**config.mk**
```make
export PLATFORM = sky130hd
export DESIGN_NAME = ui7611_cfg_seq_flat
export DESIGN_NICKNAME = d
export VERILOG_FILES = /design/src/rtl/ui7611_pkg.sv /design/src/rtl/ui7611_cfg_seq_if.sv /design/src/rtl/ui7611_i2c_wr.sv /design/src/rtl/ui7611_cfg_seq.sv /design/src/flat_wrapper.sv
export SDC_FILE = /design/constraint.sdc
export NUM_CORES = 1
export LEC_CHECK = 0
export CAP_MARGIN = 20
export CORE_MARGIN = 2
export CORE_UTILIZATION = 55
export CTS_BUF_LIST = sky130_fd_sc_hd__clkbuf_8
export DETAILED_ROUTE_END_ITERATION = 7
export GPL_TIMING_DRIVEN = 0
export PLACE_DENSITY_LB_ADDON = 0.1
export RECOVER_POWER = 100
export REMOVE_ABC_BUFFERS = 1
export SYNTH_ARGS = -nofsm -noshare
export SYNTH_HDL_FRONTEND = slang
export SYNTH_SLANG_ARGS = --single-unit
```
**constraint.sdc**
```tcl
create_clock -name I_clk -period 6.1 [get_ports I_clk]
set_clock_uncertainty 0.05 [all_clocks]
set_input_delay 0.61 -clock I_clk [delete_from_list [all_inputs] [get_ports I_clk]]
set_output_delay 0.61 -clock I_clk [all_outputs]
set_load 0.02 [all_outputs]
```
**src/rtl/ui7611_pkg.sv**
```systemverilog
// Shared types and constants for the ADV7611 configuration sequencer.
// Holds the state enums, ROM entry field positions and the SCL divider helper.
package ui7611_pkg;

    typedef enum logic [2:0] {
        S_IDLE, S_PWRUP, S_LOAD, S_XFER, S_GAP, S_NEXT, S_DONE
    } seq_state_e;

    typedef enum logic [2:0] {
        E_IDLE, E_START, E_BIT, E_ACK, E_STOP
    } eng_state_e;

    localparam int DEV_MSB = 23;
    localparam int REG_MSB = 15;
    localparam int DAT_MSB = 7;

    // Cycles per quarter SCL period.
    function automatic int unsigned quarter_cycles(input int unsigned clk_hz,
                                                   input int unsigned i2c_hz);
        return clk_hz / (4 * i2c_hz);
    endfunction

endpackage

```
**src/rtl/ui7611_cfg_seq_if.sv**
```systemverilog
// Table ROM and I2C pad bundle between the sequencer (master) and the board (slave).
interface ui7611_cfg_seq_if;
    logic [8:0]  reg_index;
    logic [31:0] reg_data;
    logic [8:0]  reg_size;
    logic        scl_oe;
    logic        sda_oe;
    logic        sda;

    modport master (output reg_index, scl_oe, sda_oe,
                    input  reg_data, reg_size, sda);
    modport slave  (input  reg_index, scl_oe, sda_oe,
                    output reg_data, reg_size, sda);
endinterface

```
**src/rtl/ui7611_i2c_wr.sv**
```systemverilog
// Three-byte I2C write engine (dev, reg, data) with open-drain enables.
// Each state spends four quarter ticks; actions happen on the tick ending a quarter.
module ui7611_i2c_wr
    import ui7611_pkg::*;
#(
    parameter int unsigned Q_CYC = 125
) (
    input  logic       I_clk,
    input  logic       I_rstn,
    input  logic       I_go,
    input  logic [7:0] I_dev,
    input  logic [7:0] I_reg,
    input  logic [7:0] I_dat,
    input  logic       I_sda,
    output logic       O_scl_oe,
    output logic       O_sda_oe,
    output logic       O_busy,
    output logic       O_done,
    output logic       O_nack
);

    eng_state_e  state_q;
    logic [15:0] div_q;
    logic [1:0]  qtr_q;
    logic [2:0]  bit_q;
    logic [1:0]  byte_q;
    logic [7:0]  shift_q;
    logic        scl_q, sda_q, done_q, nack_q;
    logic        tick_s;

    assign tick_s   = (div_q == 16'(Q_CYC - 1));
    assign O_scl_oe = scl_q;
    assign O_sda_oe = sda_q;
    assign O_busy   = (state_q != E_IDLE);
    assign O_done   = done_q;
    assign O_nack   = nack_q;

    // Quarter divider, bit/byte sequencing and pad drive.
    always_ff @(posedge I_clk or negedge I_rstn) begin
        if (!I_rstn) begin
            state_q <= E_IDLE;
            div_q   <= 16'd0;
            qtr_q   <= 2'd0;
            bit_q   <= 3'd0;
            byte_q  <= 2'd0;
            shift_q <= 8'd0;
            scl_q   <= 1'b0;
            sda_q   <= 1'b0;
            done_q  <= 1'b0;
            nack_q  <= 1'b0;
        end else begin
            done_q <= 1'b0;
            if (state_q == E_IDLE) begin
                div_q <= 16'd0;
                qtr_q <= 2'd0;
                if (I_go) begin
                    state_q <= E_START;
                    nack_q  <= 1'b0;
                    byte_q  <= 2'd0;
                end
            end else if (tick_s) begin
                div_q <= 16'd0;
                qtr_q <= qtr_q + 2'd1;
                case (state_q)
                    E_START: case (qtr_q)
                        2'd1: sda_q <= 1'b1;
                        2'd3: begin
                            scl_q   <= 1'b1;
                            shift_q <= I_dev;
                            bit_q   <= 3'd7;
                            state_q <= E_BIT;
                        end
                        default: ;
                    endcase
                    E_BIT: case (qtr_q)
                        2'd0: sda_q <= ~shift_q[7];
                        2'd1: scl_q <= 1'b0;
                        2'd3: begin
                            scl_q   <= 1'b1;
                            shift_q <= {shift_q[6:0], 1'b0};
                            if (bit_q == 3'd0) state_q <= E_ACK;
                            else               bit_q   <= bit_q - 3'd1;
                        end
                        default: ;
                    endcase
                    E_ACK: case (qtr_q)
                        2'd0: sda_q  <= 1'b0;
                        2'd1: scl_q  <= 1'b0;
                        2'd2: nack_q <= I_sda;
                        2'd3: begin
                            scl_q <= 1'b1;
                            // A NACK on any byte abandons the rest and closes with STOP
                            if (nack_q || byte_q == 2'd2) begin
                                state_q <= E_STOP;
                            end else begin
                                byte_q  <= byte_q + 2'd1;
                                shift_q <= (byte_q == 2'd0) ? I_reg : I_dat;
                                bit_q   <= 3'd7;
                                state_q <= E_BIT;
                            end
                        end
                        default: ;
                    endcase
                    E_STOP: case (qtr_q)
                        2'd0: sda_q <= 1'b1;
                        2'd1: scl_q <= 1'b0;
                        2'd2: sda_q <= 1'b0;
                        2'd3: begin
                            state_q <= E_IDLE;
                            done_q  <= 1'b1;
                        end
                        default: ;
                    endcase
                    default: state_q <= E_IDLE;
                endcase
            end else begin
                div_q <= div_q + 16'd1;
            end
        end
    end

endmodule

```
**src/rtl/ui7611_cfg_seq.sv**
```systemverilog
// ADV7611 configuration sequencer: waits out power-up, then writes every ROM
// entry over I2C with bounded retries and logs entries that never ACK.
module ui7611_cfg_seq
    import ui7611_pkg::*;
#(
    parameter int unsigned CLK_FREQ  = 50000000,
    parameter int unsigned I2C_FREQ  = 100000,
    parameter int unsigned PWRUP_CYC = 1000000,
    parameter int unsigned RETRY_MAX = 3
) (
    input  logic                   I_clk,
    input  logic                   I_rstn,
    input  logic                   I_start,
    ui7611_cfg_seq_if.master       bus,
    output logic                   O_busy,
    output logic                   O_done,
    output logic                   O_err,
    output logic [8:0]             O_err_index,
    output logic [7:0]             O_err_cnt
);

    localparam int unsigned Q_CYC   = quarter_cycles(CLK_FREQ, I2C_FREQ);
    localparam int unsigned GAP_CYC = 4 * Q_CYC;
    localparam int PW_W  = $clog2(PWRUP_CYC + 1);
    localparam int GAP_W = $clog2(GAP_CYC + 1);
    localparam int RT_W  = $clog2(RETRY_MAX + 2);

    seq_state_e        state_q;
    logic [PW_W-1:0]   pw_cnt_q;
    logic [GAP_W-1:0]  gap_cnt_q;
    logic [RT_W-1:0]   retry_q;
    logic [8:0]        idx_q, err_idx_q;
    logic [7:0]        err_cnt_q;
    logic [23:0]       entry_q;
    logic              go_q, reissue_q, busy_q, done_q, err_q;
    logic              eng_done_s, eng_nack_s, eng_busy_s, unused_s;

    assign bus.reg_index = idx_q;
    assign O_busy        = busy_q;
    assign O_done        = done_q;
    assign O_err         = err_q;
    assign O_err_index   = err_idx_q;
    assign O_err_cnt     = err_cnt_q;
    assign unused_s      = ^{bus.reg_data[31:24], eng_busy_s};

    ui7611_i2c_wr #(.Q_CYC(Q_CYC)) u_eng (
        .I_clk    (I_clk),
        .I_rstn   (I_rstn),
        .I_go     (go_q),
        .I_dev    (entry_q[DEV_MSB -: 8]),
        .I_reg    (entry_q[REG_MSB -: 8]),
        .I_dat    (entry_q[DAT_MSB -: 8]),
        .I_sda    (bus.sda),
        .O_scl_oe (bus.scl_oe),
        .O_sda_oe (bus.sda_oe),
        .O_busy   (eng_busy_s),
        .O_done   (eng_done_s),
        .O_nack   (eng_nack_s)
    );

    // Sequencer FSM with index, retry, power-up and gap counters plus error log.
    always_ff @(posedge I_clk or negedge I_rstn) begin
        if (!I_rstn) begin
            state_q   <= S_PWRUP;
            pw_cnt_q  <= '0;
            gap_cnt_q <= '0;
            retry_q   <= '0;
            idx_q     <= 9'd0;
            err_idx_q <= 9'd0;
            err_cnt_q <= 8'd0;
            entry_q   <= 24'd0;
            go_q      <= 1'b0;
            reissue_q <= 1'b0;
            busy_q    <= 1'b0;
            done_q    <= 1'b0;
            err_q     <= 1'b0;
        end else begin
            go_q <= 1'b0;
            case (state_q)
                S_IDLE: if (I_start) begin
                    state_q   <= S_PWRUP;
                    pw_cnt_q  <= '0;
                    busy_q    <= 1'b1;
                    done_q    <= 1'b0;
                    err_q     <= 1'b0;
                    err_cnt_q <= 8'd0;
                    idx_q     <= 9'd0;
                end
                S_PWRUP: begin
                    busy_q <= 1'b1;
                    if (pw_cnt_q == PW_W'(PWRUP_CYC - 1)) begin
                        state_q <= (bus.reg_size == 9'd0) ? S_DONE : S_LOAD;
                    end else begin
                        pw_cnt_q <= pw_cnt_q + 1'b1;
                    end
                end
                S_LOAD: begin
                    entry_q <= bus.reg_data[DEV_MSB:0];
                    retry_q <= '0;
                    go_q    <= 1'b1;
                    state_q <= S_XFER;
                end
                S_XFER: if (eng_done_s) begin
                    gap_cnt_q <= '0;
                    state_q   <= S_GAP;
                    if (!eng_nack_s) begin
                        reissue_q <= 1'b0;
                    end else if (retry_q != RT_W'(RETRY_MAX)) begin
                        retry_q   <= retry_q + 1'b1;
                        reissue_q <= 1'b1;
                    end else begin
                        reissue_q <= 1'b0;
                        err_q     <= 1'b1;
                        err_idx_q <= idx_q;
                        if (err_cnt_q != 8'hFF) err_cnt_q <= err_cnt_q + 8'd1;
                    end
                end
                S_GAP: if (gap_cnt_q == GAP_W'(GAP_CYC - 1)) begin
                    // A retry re-sends the latched entry without touching the ROM
                    if (reissue_q) begin
                        go_q    <= 1'b1;
                        state_q <= S_XFER;
                    end else begin
                        state_q <= S_NEXT;
                    end
                end else begin
                    gap_cnt_q <= gap_cnt_q + 1'b1;
                end
                S_NEXT: if (idx_q == bus.reg_size - 9'd1) begin
                    state_q <= S_DONE;
                end else begin
                    idx_q   <= idx_q + 9'd1;
                    state_q <= S_LOAD;
                end
                S_DONE: begin
                    done_q  <= 1'b1;
                    busy_q  <= 1'b0;
                    state_q <= S_IDLE;
                end
                default: state_q <= S_IDLE;
            endcase
        end
    end

endmodule

```
**src/flat_wrapper.sv**
```systemverilog
// flat-port wrapper written by rule: the top's interface ports become plain ports
module ui7611_cfg_seq_flat import ui7611_pkg::*;
#(
    parameter int unsigned CLK_FREQ  = 50000000,
    parameter int unsigned I2C_FREQ  = 100000,
    parameter int unsigned PWRUP_CYC = 1000000,
    parameter int unsigned RETRY_MAX = 3
)
  (I_clk, I_rstn, I_start, O_busy, O_done, O_err, O_err_index, O_err_cnt, bus_reg_index, bus_scl_oe, bus_sda_oe, bus_reg_data, bus_reg_size, bus_sda);
  ui7611_cfg_seq_if bus_i ();
  input  logic I_clk;
  input  logic I_rstn;
  input  logic I_start;
  output logic O_busy;
  output logic O_done;
  output logic O_err;
  output logic [8:0] O_err_index;
  output logic [7:0] O_err_cnt;
  output wire logic [$bits(bus_i.reg_index)-1:0] bus_reg_index;
  output wire logic [$bits(bus_i.scl_oe)-1:0] bus_scl_oe;
  output wire logic [$bits(bus_i.sda_oe)-1:0] bus_sda_oe;
  input wire logic [$bits(bus_i.reg_data)-1:0] bus_reg_data;
  input wire logic [$bits(bus_i.reg_size)-1:0] bus_reg_size;
  input wire logic [$bits(bus_i.sda)-1:0] bus_sda;
  assign bus_reg_index = bus_i.reg_index;
  assign bus_scl_oe = bus_i.scl_oe;
  assign bus_sda_oe = bus_i.sda_oe;
  assign bus_i.reg_data = bus_reg_data;
  assign bus_i.reg_size = bus_reg_size;
  assign bus_i.sda = bus_sda;
  ui7611_cfg_seq #(.CLK_FREQ(CLK_FREQ), .I2C_FREQ(I2C_FREQ), .PWRUP_CYC(PWRUP_CYC), .RETRY_MAX(RETRY_MAX)) u_core (.I_clk(I_clk), .I_rstn(I_rstn), .I_start(I_start), .bus(bus_i), .O_busy(O_busy), .O_done(O_done), .O_err(O_err), .O_err_index(O_err_index), .O_err_cnt(O_err_cnt));
endmodule
```
==> results of run 1 <==
[cell usage in the layout (no fill, tap or decap), types with 7 or more instances in the layout]
| master | instances |
|---|---|
| a211oi_1 | 13 |
| a21oi_1 | 38 |
| clkbuf_8 | 21 |
| clkdlybuf4s50_1 | 33 |
| dfrtp_1 | 127 |
| dlygate4sd3_1 | 33 |
| ha_1 | 17 |
| inv_1 | 28 |
| mux2_2 | 39 |
| mux2i_1 | 16 |
| nand2_1 | 60 |
| nand2b_1 | 13 |
| nand3_1 | 26 |
| nand4_1 | 19 |
| nor2_1 | 76 |
| nor3_1 | 8 |
| nor4_1 | 11 |
| o211ai_1 | 7 |
| o21ai_0 | 42 |
| or3_1 | 14 |
| xnor2_1 | 21 |
| xor2_1 | 20 |
[synthesized netlist by cell type, types with 16 or more instances]
cell type | instances | area [µm²]
clkbuf_1 | 28 | 105
nand2_1 | 60 | 225
dfrtp_1 | 127 | 3180
xor2_1 | 20 | 175
a21oi_1 | 38 | 190
mux2_2 | 39 | 439
mux2i_1 | 16 | 160
nand3_1 | 26 | 130
nor2_1 | 76 | 285
xnor2_1 | 21 | 184
ha_1 | 17 | 213
nand4_1 | 19 | 119
o21ai_0 | 41 | 205
inv_1 | 27 | 101
[cell families (layout without fill, tap and decap cells)]
| kind of cell | count (synthesis) | count (layout) | synth area share (%) |
|---|---|---|---|
| adder cells (fa/ha/maj) | 17 | 17 | 3.13 |
| multiplexers | 55 | 55 | 8.81 |
| XOR/XNOR | 41 | 41 | 5.28 |
| AO/OA/AOI/OAI | 140 | 140 | 13.5 |
| buffers and inverters | 60 | 132 | 3.39 |
| flip-flops | 128 | 128 | 47.1 |
| AND/OR/NAND/NOR | 259 | 259 | 18.8 |
[registers in the layout, indices dropped and copies added, names as in the netlist, 2 cells and up]
| signal | cells |
|---|---|
| u_core.O_err_cnt | 8 |
| u_core.O_err_index | 9 |
| u_core.bus.reg_index | 9 |
| u_core.entry_q | 24 |
| u_core.gap_cnt_q | 9 |
| u_core.pw_cnt_q | 20 |
| u_core.retry_q | 3 |
| u_core.state_q | 3 |
| u_core.u_eng.bit_q | 3 |
| u_core.u_eng.byte_q | 2 |
| u_core.u_eng.div_q | 16 |
| u_core.u_eng.qtr_q | 2 |
| u_core.u_eng.shift_q | 8 |
| u_core.u_eng.state_q | 3 |
[power groups by stage]
stage / Combinational [mW] / Sequential, mW / Clock [mW]
2_1_floorplan: 0.463 / 1.12 / 0
3_5_place_dp: 0.681 / 1.16 / 0
5_1_grt: 0.733 / 1.17 / 0.826
6_report: 0.652 / 1.14 / 0.770
4_1_cts: 0.686 / 1.15 / 0.789
3_3_place_gp: 0.623 / 1.15 / 0
[layer usage]
| metal | GRT usage (%) | part of all wire [%] | vias to the layer above |
|---|---|---|---|
| li1 | - | - | 2621 |
| met1 | 30.2 | 47 | 2669 |
| met2 | 37.6 | 48 | 122 |
| met3 | 6.06 | 4.2 | 12 |
| met4 | 7.39 | 0.99 | 0 |
| met5 | 0 | 0 | - |
[worst max path at each step]
stage                               start                             endpoint  slack [ns]  depth (start not counted)
after global placement             I_rstn     u_core.u_eng.div_q[10]$_DFF_PN0_       -0.64                          1
after floorplan                   I_start      u_core.pw_cnt_q[17]$_DFFE_PN0P_        3.48                          5
after detailed placement  bus_reg_size[0]  u_core.bus.reg_index[1]$_DFFE_PN0P_        2.40                          9
final                     bus_reg_size[0]  u_core.bus.reg_index[0]$_DFFE_PN0P_        2.62                          9
after global routing      bus_reg_size[0]  u_core.bus.reg_index[0]$_DFFE_PN0P_        2.39                          9
after CTS                 bus_reg_size[0]  u_core.bus.reg_index[1]$_DFFE_PN0P_        2.87                          9
[critical path: stages]
cell,delay [ns]
dlygate4sd3_1,0.79
inv_1,0.09
ha_1,0.32
nor4b_1,0.37
nand2b_1,0.08
a2111oi_0,0.58
o211ai_1,0.27
o21ai_0,0.43
mux2i_1,0.24
[cell type report]
cell class                 count  area, µm²
clock inverter                11        136
clock buffer                  21        289
multi-input combinational    512       3350
timing repair buffer          73        722
tap                          168        210
fill                         950       4050
sequential                   128       3200
inverter                      27        101
==> flow_summary.yaml, run 1 <==
pwr:
  p_leak_nw: 3.54
  power.share.sequential_pct: 44.6
  power-per-cell-area_nw_per_um2: 320
  p_sw_share_pct: 33.0
  power.switching_uw: 846
  pwr-share-clk_pct: 30.0
  p_int_mw: 1.72
  comb_power_share_pct: 25.4
  max-vdd-ir-drop_mv: 0.203
  total_power_mw: 2.57
drt:
  wl_mm: 14.4
  routed_via_density: 5.77
  first_pass_iters: 5
  wire_per_inst_um: 15.3
  vias: 5424
  dr.first_iter.drc_count: 400
  route.detailed.drc: 0
  final_antenna_net_count: 0
timing:
  setup_viol: 0
  finalHoldViolations: 0
  clock.fmax_ghz: 0.288
  layout_setup_ws_ns: 2.62
  finalCriticalPeriod_ns: 3.48
  relSlewSlack_pct: -77.8
  slew_viol_final: 48
  tns_ns: 0
  whs_ns: 0.435
  rsz0062_at_grt: "no"
  worst_pin_slew_ns: 2.67
  finalCritPeriodShare_pct: 57.0
place:
  dpl.cell_count: 906
  port_buffers: 67
  place_area_um2: 7640
  pre_cts_slack_ns: 2.40
  dpl.hpwl_mm: 9.95
  routabilityCongestion: 0.817
synthesis:
  async_reset_ff_share_pct: 100
  synth_edf_count: 0
  synth.distinct_cells: 62
  ys_ff_latch: 128
  synth_area_um2: 6800
  ys_warn_count: 0
  syn_inst: 700
  ys_seq_area_share_pct: 47.1
  ys.flop_type: "dfrtp_1"
  syn_area_per_cell_um2: 9.71
critical_path:
  path_class: "primary input to flip-flop"
  crit_fanout: 12
  crit_arrival_ns: 3.79
  rrSetupSlack_ns: 3.21
  reg2regPathDepth: 6
  critPathRequiredTime_ns: 6.41
  worstSetupEndpointType: "flip-flop"
  start_kind: "primary input"
  r2r_end: "u_core.u_eng.bit_q[0]$_DFFE_PN0P_"
  r2r-start: "u_core.u_eng.div_q[11]$_DFF_PN0_"
final_layout:
  postLayoutCellArea_um2: 8010
  fin_util_pct: 66.4
  nets: 821
  layoutNonFillerInstCount: 940
  drive_gt1_share_pct: 10.8
  area_delta_synth_final_pct: 17.8
  diodes: 0
die:
  die_h_um: 115
  pin_count: 76
  initial_core_util_pct: 56.4
  die_area_um2: 13300
  row_count: 40
  fp.coreArea_um2: 12100
  fp.dieW_um: 115
global_routing:
  grt_max_degree: 82
  grt.overflow.total: 0
  grt_pass1_vias: 5414
  grt_usage_pct: 23.0
  grt_pass1_wl_mm: 24.5
  antenna_found_initial: 0
status:
  violations: "max-capacitance violations, max-slew violations"
  status: "finished, violations left"
flow_run:
  maxCapViolCount: 1
hold_path:
  hold_path_end: "u_core.u_eng.shift_q[3]$_DFFE_PN0P_"
  holdPathStages: 2
  hp-class: "flip-flop to flip-flop"
  min_from: "u_core.u_eng.shift_q[3]$_DFFE_PN0P_"
clock_tree:
  post_cts_resized: 0
  insertion_delay_ns: 0.44
  root_buffer: "clkbuf_8"
  cts_max_path_buffers: 2
  path_clk_slew_ns: 0.07
  h-tree-depth: 4
  cts_tree: "done"
  cts_num_sinks: 128
  cts_hold_buf: 0
  post_cts_buffers: 0
  cts_buffers: 17
Power figures use the tool's default switching activity.
==> run 2, diff against run 1 <==
--- a/config.mk
+++ b/config.mk
@@ -7,7 +7,7 @@
 export LEC_CHECK = 0
 export CAP_MARGIN = 20
 export CORE_MARGIN = 2
-export CORE_UTILIZATION = 55
+export CORE_UTILIZATION = 53
 export CTS_BUF_LIST = sky130_fd_sc_hd__clkbuf_8
 export DETAILED_ROUTE_END_ITERATION = 7
 export GPL_TIMING_DRIVEN = 0
==> constraint.sdc (replaced) <==
create_clock -name I_clk -period 2.8 [get_ports I_clk]
set_clock_uncertainty 0.05 [all_clocks]
set_input_delay 0.28 -clock I_clk [delete_from_list [all_inputs] [get_ports I_clk]]
set_output_delay 0.28 -clock I_clk [all_outputs]
set_load 0.02 [all_outputs]
==> run 2 against run 1 <==
  * The run still ends with max-capacitance violations, max-slew violations left
  * Sequential share of layout area is 0.27 points lower
  * Routed wire length up 2.5%
  * Cell count is 0.43% higher
  * Register-to-register slack lost 3.1 ns
  * Non-clock buffer count shrank 1
  * Clock power up 110%
  * Largest power group unchanged
  * Combinational power up 130%
  * Critical path depth decreased by 3
  * Sequential power grew 120%
  * Sequential cell count is the same
  * Final area up 0.69%
  * Largest cell class unchanged
==> flow_summary.yaml, run 2 (same netlist as run 1, synthesis figures left out) <==
status:
  status: "finished, violations left"
  violations: "max-capacitance violations, max-slew violations"
timing:
  finalCritPeriodShare_pct: 94.8
  worst_pin_slew_ns: 1.57
  whs_ns: 0.397
  rsz0062_at_grt: "no"
  setup_viol: 0
  layout_setup_ws_ns: 0.146
  finalCriticalPeriod_ns: 2.65
  relSlewSlack_pct: -4.81
  finalHoldViolations: 0
  slew_viol_final: 61
  clock.fmax_ghz: 0.377
global_routing:
  grt_max_degree: 69
  grt.overflow.total: 0
  antenna_found_initial: 0
  grt_usage_pct: 22.2
  grt_pass1_wl_mm: 24.1
  grt_pass1_vias: 5227
critical_path:
  critPathRequiredTime_ns: 3.11
  start_kind: "flip-flop"
  crit_fanout: 14
  cp_cell_sequence: "or3b_4, or2_4, buf_6, a2111o_1, or3_1, a21oi_1"
  critical_path.max_stage_delay_ns: 0.53
  crit_arrival_ns: 2.96
  path_class: "flip-flop to flip-flop"
  worstSetupEndpointType: "flip-flop"
  slowest_stage: "dfrtp_1"
die:
  row_count: 41
  fp.dieW_um: 117
  die_area_um2: 13800
  initial_core_util_pct: 54.1
  fp.coreArea_um2: 12600
  die_h_um: 117
  pin_count: 76
drt:
  dr.first_iter.drc_count: 317
  final_antenna_net_count: 0
  wl_mm: 14.8
  route.detailed.drc: 0
  first_pass_iters: 5
  routed_via_density: 5.77
  vias: 5449
  wire_per_inst_um: 15.6
final_layout:
  diodes: 0
  largest_reg_flops: 24
  area_delta_synth_final_pct: 18.7
  drive_gt1_share_pct: 11.3
  layout_commonest_cell: "dfrtp_1"
  postLayoutCellArea_um2: 8070
  reg_top3: "u_core.entry_q (24), u_core.pw_cnt_q (20), u_core.u_eng.div_q (16)"
  largest-register: "u_core.entry_q"
  nets: 821
  final_cell_mix: "dfrtp_1, nor2_1, nand2_1, o21ai_0, mux2_2"
place:
  port_buffers: 67
  pre_cts_slack_ns: -0.450
  dpl.hpwl_mm: 10.2
  place_area_um2: 7630
  routabilityCongestion: 0.850
clock_tree:
  cts_num_sinks: 128
  path_clk_slew_ns: 0.07
  post_cts_buffers: 0
  insertion_delay_ns: 0.44
  cts_tree: "done"
  h-tree-depth: 4
  root_buffer: "clkbuf_8"
  cts_max_path_buffers: 2
  cts_buffers: 17
hold_path:
  hp-class: "primary input to flip-flop"
pwr:
  max-vdd-ir-drop_mv: 0.313
  power-per-cell-area_nw_per_um2: 695
  p_leak_nw: 3.60
flow_run:
  maxCapViolCount: 1
[run 2: cell type report]
cell class	count	area, µm²
multi-input combinational	513	3390
clock buffer	21	289
tap	172	215
timing repair buffer	72	749
sequential	128	3200
clock inverter	11	123
fill	1051	4500
inverter	27	101
[run 2: metrics by stage]
step | power, mW | cells | TNS [ns] | utilization, %
floorplan | 3.46 | 667 | 0 | -
global placement | 3.87 | 906 | -471.52 | 60.1
detailed placement | 3.99 | 910 | -5.50 | 60.7
CTS | 5.65 | 943 | 0 | 64.2
global route | 5.97 | 944 | 0 | 64.2
finish | 5.61 | 944 | 0 | 64.2
[run 2: final timing paths]
check	slack [ns]	endpoint	startpoint	depth (start not counted)
max	0.15	u_core.pw_cnt_q[17]$_DFFE_PN0P_	u_core.state_q[1]$_DFFE_PN0P_	6
min	0.40	u_core.entry_q[11]$_DFFE_PN0P_	bus_reg_data[11]	2
max reg2reg	0.15	u_core.pw_cnt_q[17]$_DFFE_PN0P_	u_core.state_q[1]$_DFFE_PN0P_	6
min reg2reg	0.43	u_core.retry_q[2]$_DFFE_PN0P_	u_core.retry_q[2]$_DFFE_PN0P_	2
max in group asynchronous	0.96	u_core.state_q[0]$_DFFE_PN1P_	I_rstn	3
min in group asynchronous	0.72	u_core.bus.reg_index[2]$_DFFE_PN0P_	I_rstn	2
[run 2: per-layer routing]
metal  vias up  wire length (µm)  global-route usage [%]
li1       2624                 -                       -
met1      2705              6870                    28.8
met2        98              7170                    36.9
met3        22               521                    4.94
met4         0               201                    7.84
met5         -                 0                       0
[run 2: critical path: cells and delay by family, from the launching register on]
kind	cells	cell delay, ns
and+or+nand+nor	3	1.14
AOI/OAI and AO/OA	2	0.70
DFF	1	0.53
buffers and inverters	1	0.16
[run 2: power by group]
group | internal [mW] | leakage [nW] | switching [mW] | total [mW]
registers | 2.16 | 1.71 | 0.343 | 2.50
logic | 0.666 | 1.66 | 0.802 | 1.47
clock network | 0.954 | 0.233 | 0.688 | 1.64
[run 2: timing repair]
item,4_1_cts,5_1_grt
cloned,0,1
hold buffers,1,0
pin swaps,0,1
endpoints found under the setup margin,4,26
gates resized for setup,2,4
endpoints found under the hold margin,60,0
==> run 3, diff against run 2 <==
--- a/config.mk
+++ b/config.mk
@@ -11,9 +11,11 @@
 export CTS_BUF_LIST = sky130_fd_sc_hd__clkbuf_8
 export DETAILED_ROUTE_END_ITERATION = 7
 export GPL_TIMING_DRIVEN = 0
+export HOLD_SLACK_MARGIN = 0.1
 export PLACE_DENSITY_LB_ADDON = 0.1
 export RECOVER_POWER = 100
 export REMOVE_ABC_BUFFERS = 1
 export SYNTH_ARGS = -nofsm -noshare
 export SYNTH_HDL_FRONTEND = slang
+export SYNTH_HIERARCHICAL = 1
 export SYNTH_SLANG_ARGS = --single-unit
==> run 3 against run 2 <==
  * The flow still finishes with violations (max-capacitance violations, max-slew violations)
  * Hold slack better by 0.016 ns
  * Synthesized area rose by 0.31%
  * Clock-buffer cell count fell by 2
  * Critical path depth is 4 higher
  * Die area up 0.31%
  * Total power decreased by 3.2%
  * Fmax grew 0.40%
  * Register-to-register slack better by 0.02 ns
  * Combinational power fell by 12%
==> flow_summary.yaml, run 3 <==
status:
  status: "finished, violations left"
  violations: "max-capacitance violations, max-slew violations"
timing:
  layout_setup_ws_ns: 0.157
  finalCritPeriodShare_pct: 94.4
  finalHoldViolations: 0
  relSlewSlack_pct: -20.8
  rsz0062_at_grt: "no"
  setup_viol: 0
  worst_pin_slew_ns: 1.81
  slew_viol_final: 31
  finalCriticalPeriod_ns: 2.64
  clock.fmax_ghz: 0.378
final_layout:
  area_delta_synth_final_pct: 18.0
  largest_reg_flops: 24
  reg_top3: "u_core/entry_q (24), u_core/pw_cnt_q (20), u_core/u_eng/div_q (16)"
  nets: 800
  largest-register: "u_core/entry_q"
  fillers: 1093
  layout_commonest_cell: "dfrtp_1"
  final_cell_mix: "dfrtp_1, nor2_1, nand2_1, o21ai_0, mux2_2"
  drive_gt1_share_pct: 12.4
  diodes: 0
  layoutNonFillerInstCount: 920
pwr:
  power-per-cell-area_nw_per_um2: 675
  p_leak_nw: 3.66
  max-vdd-ir-drop_mv: 0.488
critical_path:
  path_class: "primary input to flip-flop"
  critPathLaunch: "bus_reg_size[1]"
  start_kind: "primary input"
  crit_arrival_ns: 2.94
  r2r-start: "u_core/u_eng/div_q[0]$_DFF_PN0_"
  crit_fanout: 10
  worstSetupEndpointType: "flip-flop"
  critPathRequiredTime_ns: 3.09
synthesis:
  synth_area_um2: 6820
  ys.flop_type: "dfrtp_1"
  ys_top_cells_by_count: "dfrtp_1, nor2_1, nand2_1, mux2_2, o21ai_0"
  syn_area_per_cell_um2: 10.1
  async_reset_ff_share_pct: 100
  synth.most_common_cell: "dfrtp_1"
  ys_ff_latch: 128
  synth_top_cell_by_area: "dfrtp_1"
  syn_inst: 675
  synth_edf_count: 0
  ys_warn_count: 6
  synth.distinct_cells: 76
  synth_top_area_share_pct: 46.6
  ys_top_cells_by_area: "dfrtp_1, mux2_2, nor2_1"
  ys_seq_area_share_pct: 47.0
drt:
  routed_via_density: 5.75
  wl_mm: 14.0
  final_antenna_net_count: 0
  vias: 5290
  route.detailed.drc: 0
  first_pass_iters: 5
  dr.first_iter.drc_count: 336
  wire_per_inst_um: 15.3
clock_tree:
  cts_buffers: 17
  insertion_delay_ns: 0.43
  cts_tree: "done"
  root_buffer: "clkbuf_8"
  h-tree-depth: 4
  cts_max_path_buffers: 2
  cts_num_sinks: 128
  path_clk_slew_ns: 0.07
global_routing:
  grt_max_degree: 99
  grt_pass1_vias: 5258
  grt.overflow.total: 0
  antenna_found_initial: 0
  grt_pass1_wl_mm: 24.4
  grt_usage_pct: 21.4
die:
  die_h_um: 117
  pin_count: 76
  row_count: 41
  initial_core_util_pct: 54.3
  die_area_um2: 13800
  fp.dieW_um: 117
  fp.coreArea_um2: 12600
hold_path:
  hp-class: "primary input to flip-flop"
  min_from: "bus_reg_data[1]"
place:
  dpl.cell_count: 889
  dpl.hpwl_mm: 9.76
  pre_cts_slack_ns: -0.304
  routabilityCongestion: 0.852
  port_buffers: 67
flow_run:
  maxCapViolCount: 1
-- run 3: worst paths after layout --
kind | end | cells past startpoint | slack [ns]
hold reg to reg | u_core/u_eng/bit_q[0]$_DFFE_PN0P_ | 1 | 0.42
min in group asynchronous | u_core/O_err_index[3]$_DFFE_PN0P_ | 2 | 0.82
setup reg to reg | u_core/u_eng/state_q[1]$_DFFE_PN0P_ | 6 | 0.17
hold / removal | u_core/entry_q[1]$_DFFE_PN0P_ | 2 | 0.41
max in group asynchronous | u_core/u_eng/state_q[0]$_DFFE_PN0P_ | 3 | 0.65
setup / recovery | u_core/bus.reg_index[6]$_DFFE_PN0P_ | 10 | 0.16
-- run 3: metrics by stage --
step	instance area, µm²	util [%]	hold WS [ns]	TNS (ns)	power [mW]
after global placement	7590	60.4	0.390	-463.14	3.76
after detailed placement	7650	60.9	0.130	-3.23	3.86
final	8050	64.0	0.413	0	5.43
after floorplan	6710	-	-0.0656	0	3.37
after CTS	8080	64.3	0.227	0	5.53
after global routing	8050	64.0	0.387	0	5.76
-- run 3: logic make-up (layout without fill, tap and decap cells) --
| group | after synthesis | after routing | share of synthesized area [%] |
|---|---|---|---|
| flops | 128 | 128 | 47.0 |
| compound gates | 125 | 125 | 12.6 |
| fa+ha+maj | 17 | 17 | 3.12 |
| simple gates | 248 | 248 | 19.3 |
| mux | 53 | 53 | 8.47 |
| xor+xnor | 49 | 49 | 6.29 |
| buf+inv | 55 | 128 | 3.19 |
-- run 3: cell type report --
type                            instances  area [µm²]  share of cell area, %
Tap cell                              172         215                   2.67
Inverter                               27         101                   1.26
Clock inverter                         10         146                   1.82
Timing Repair Buffer                   72         728                   9.05
Clock buffer                           19         262                   3.25
Multi-Input combinational cell        492        3390                   42.1
Sequential cell                       128        3210                   39.8
-- run 3: repair_timing --
item                       in CTS  in global routing
pin swaps                       1                  0
hold endpoints to repair       59                  0
cloned                          0                  0
setup endpoints to repair       4                  5
buffers inserted                1                  0
hold buffers                    1                  0
resized for setup               0                  2
-- run 3: where the power goes --
| part | switching (mW) | leakage, nW | internal (mW) |
|---|---|---|---|
| combinational | 0.682 | 1.73 | 0.612 |
| sequential | 0.341 | 1.71 | 2.15 |
| clock | 0.653 | 0.221 | 0.988 |
| total | 1.68 | 3.66 | 3.75 |
-- run 3: layer usage --
metal  track usage [%]  share of wire [%]
met5                 0                  0
met3              5.28                4.7
met1              27.0                 45
met2              37.0                 50
met4              5.87               0.90
-- run 3: worst max-delay path: stages --
cell             delay (ns)
clkdlybuf4s50_1        0.57
inv_1                  0.07
ha_1                   0.29
and2b_1                0.20
or3_1                  0.35
a31o_2                 0.27
a211oi_4               0.34
a21oi_2                0.19
a21bo_1                0.22
a21oi_1                0.14
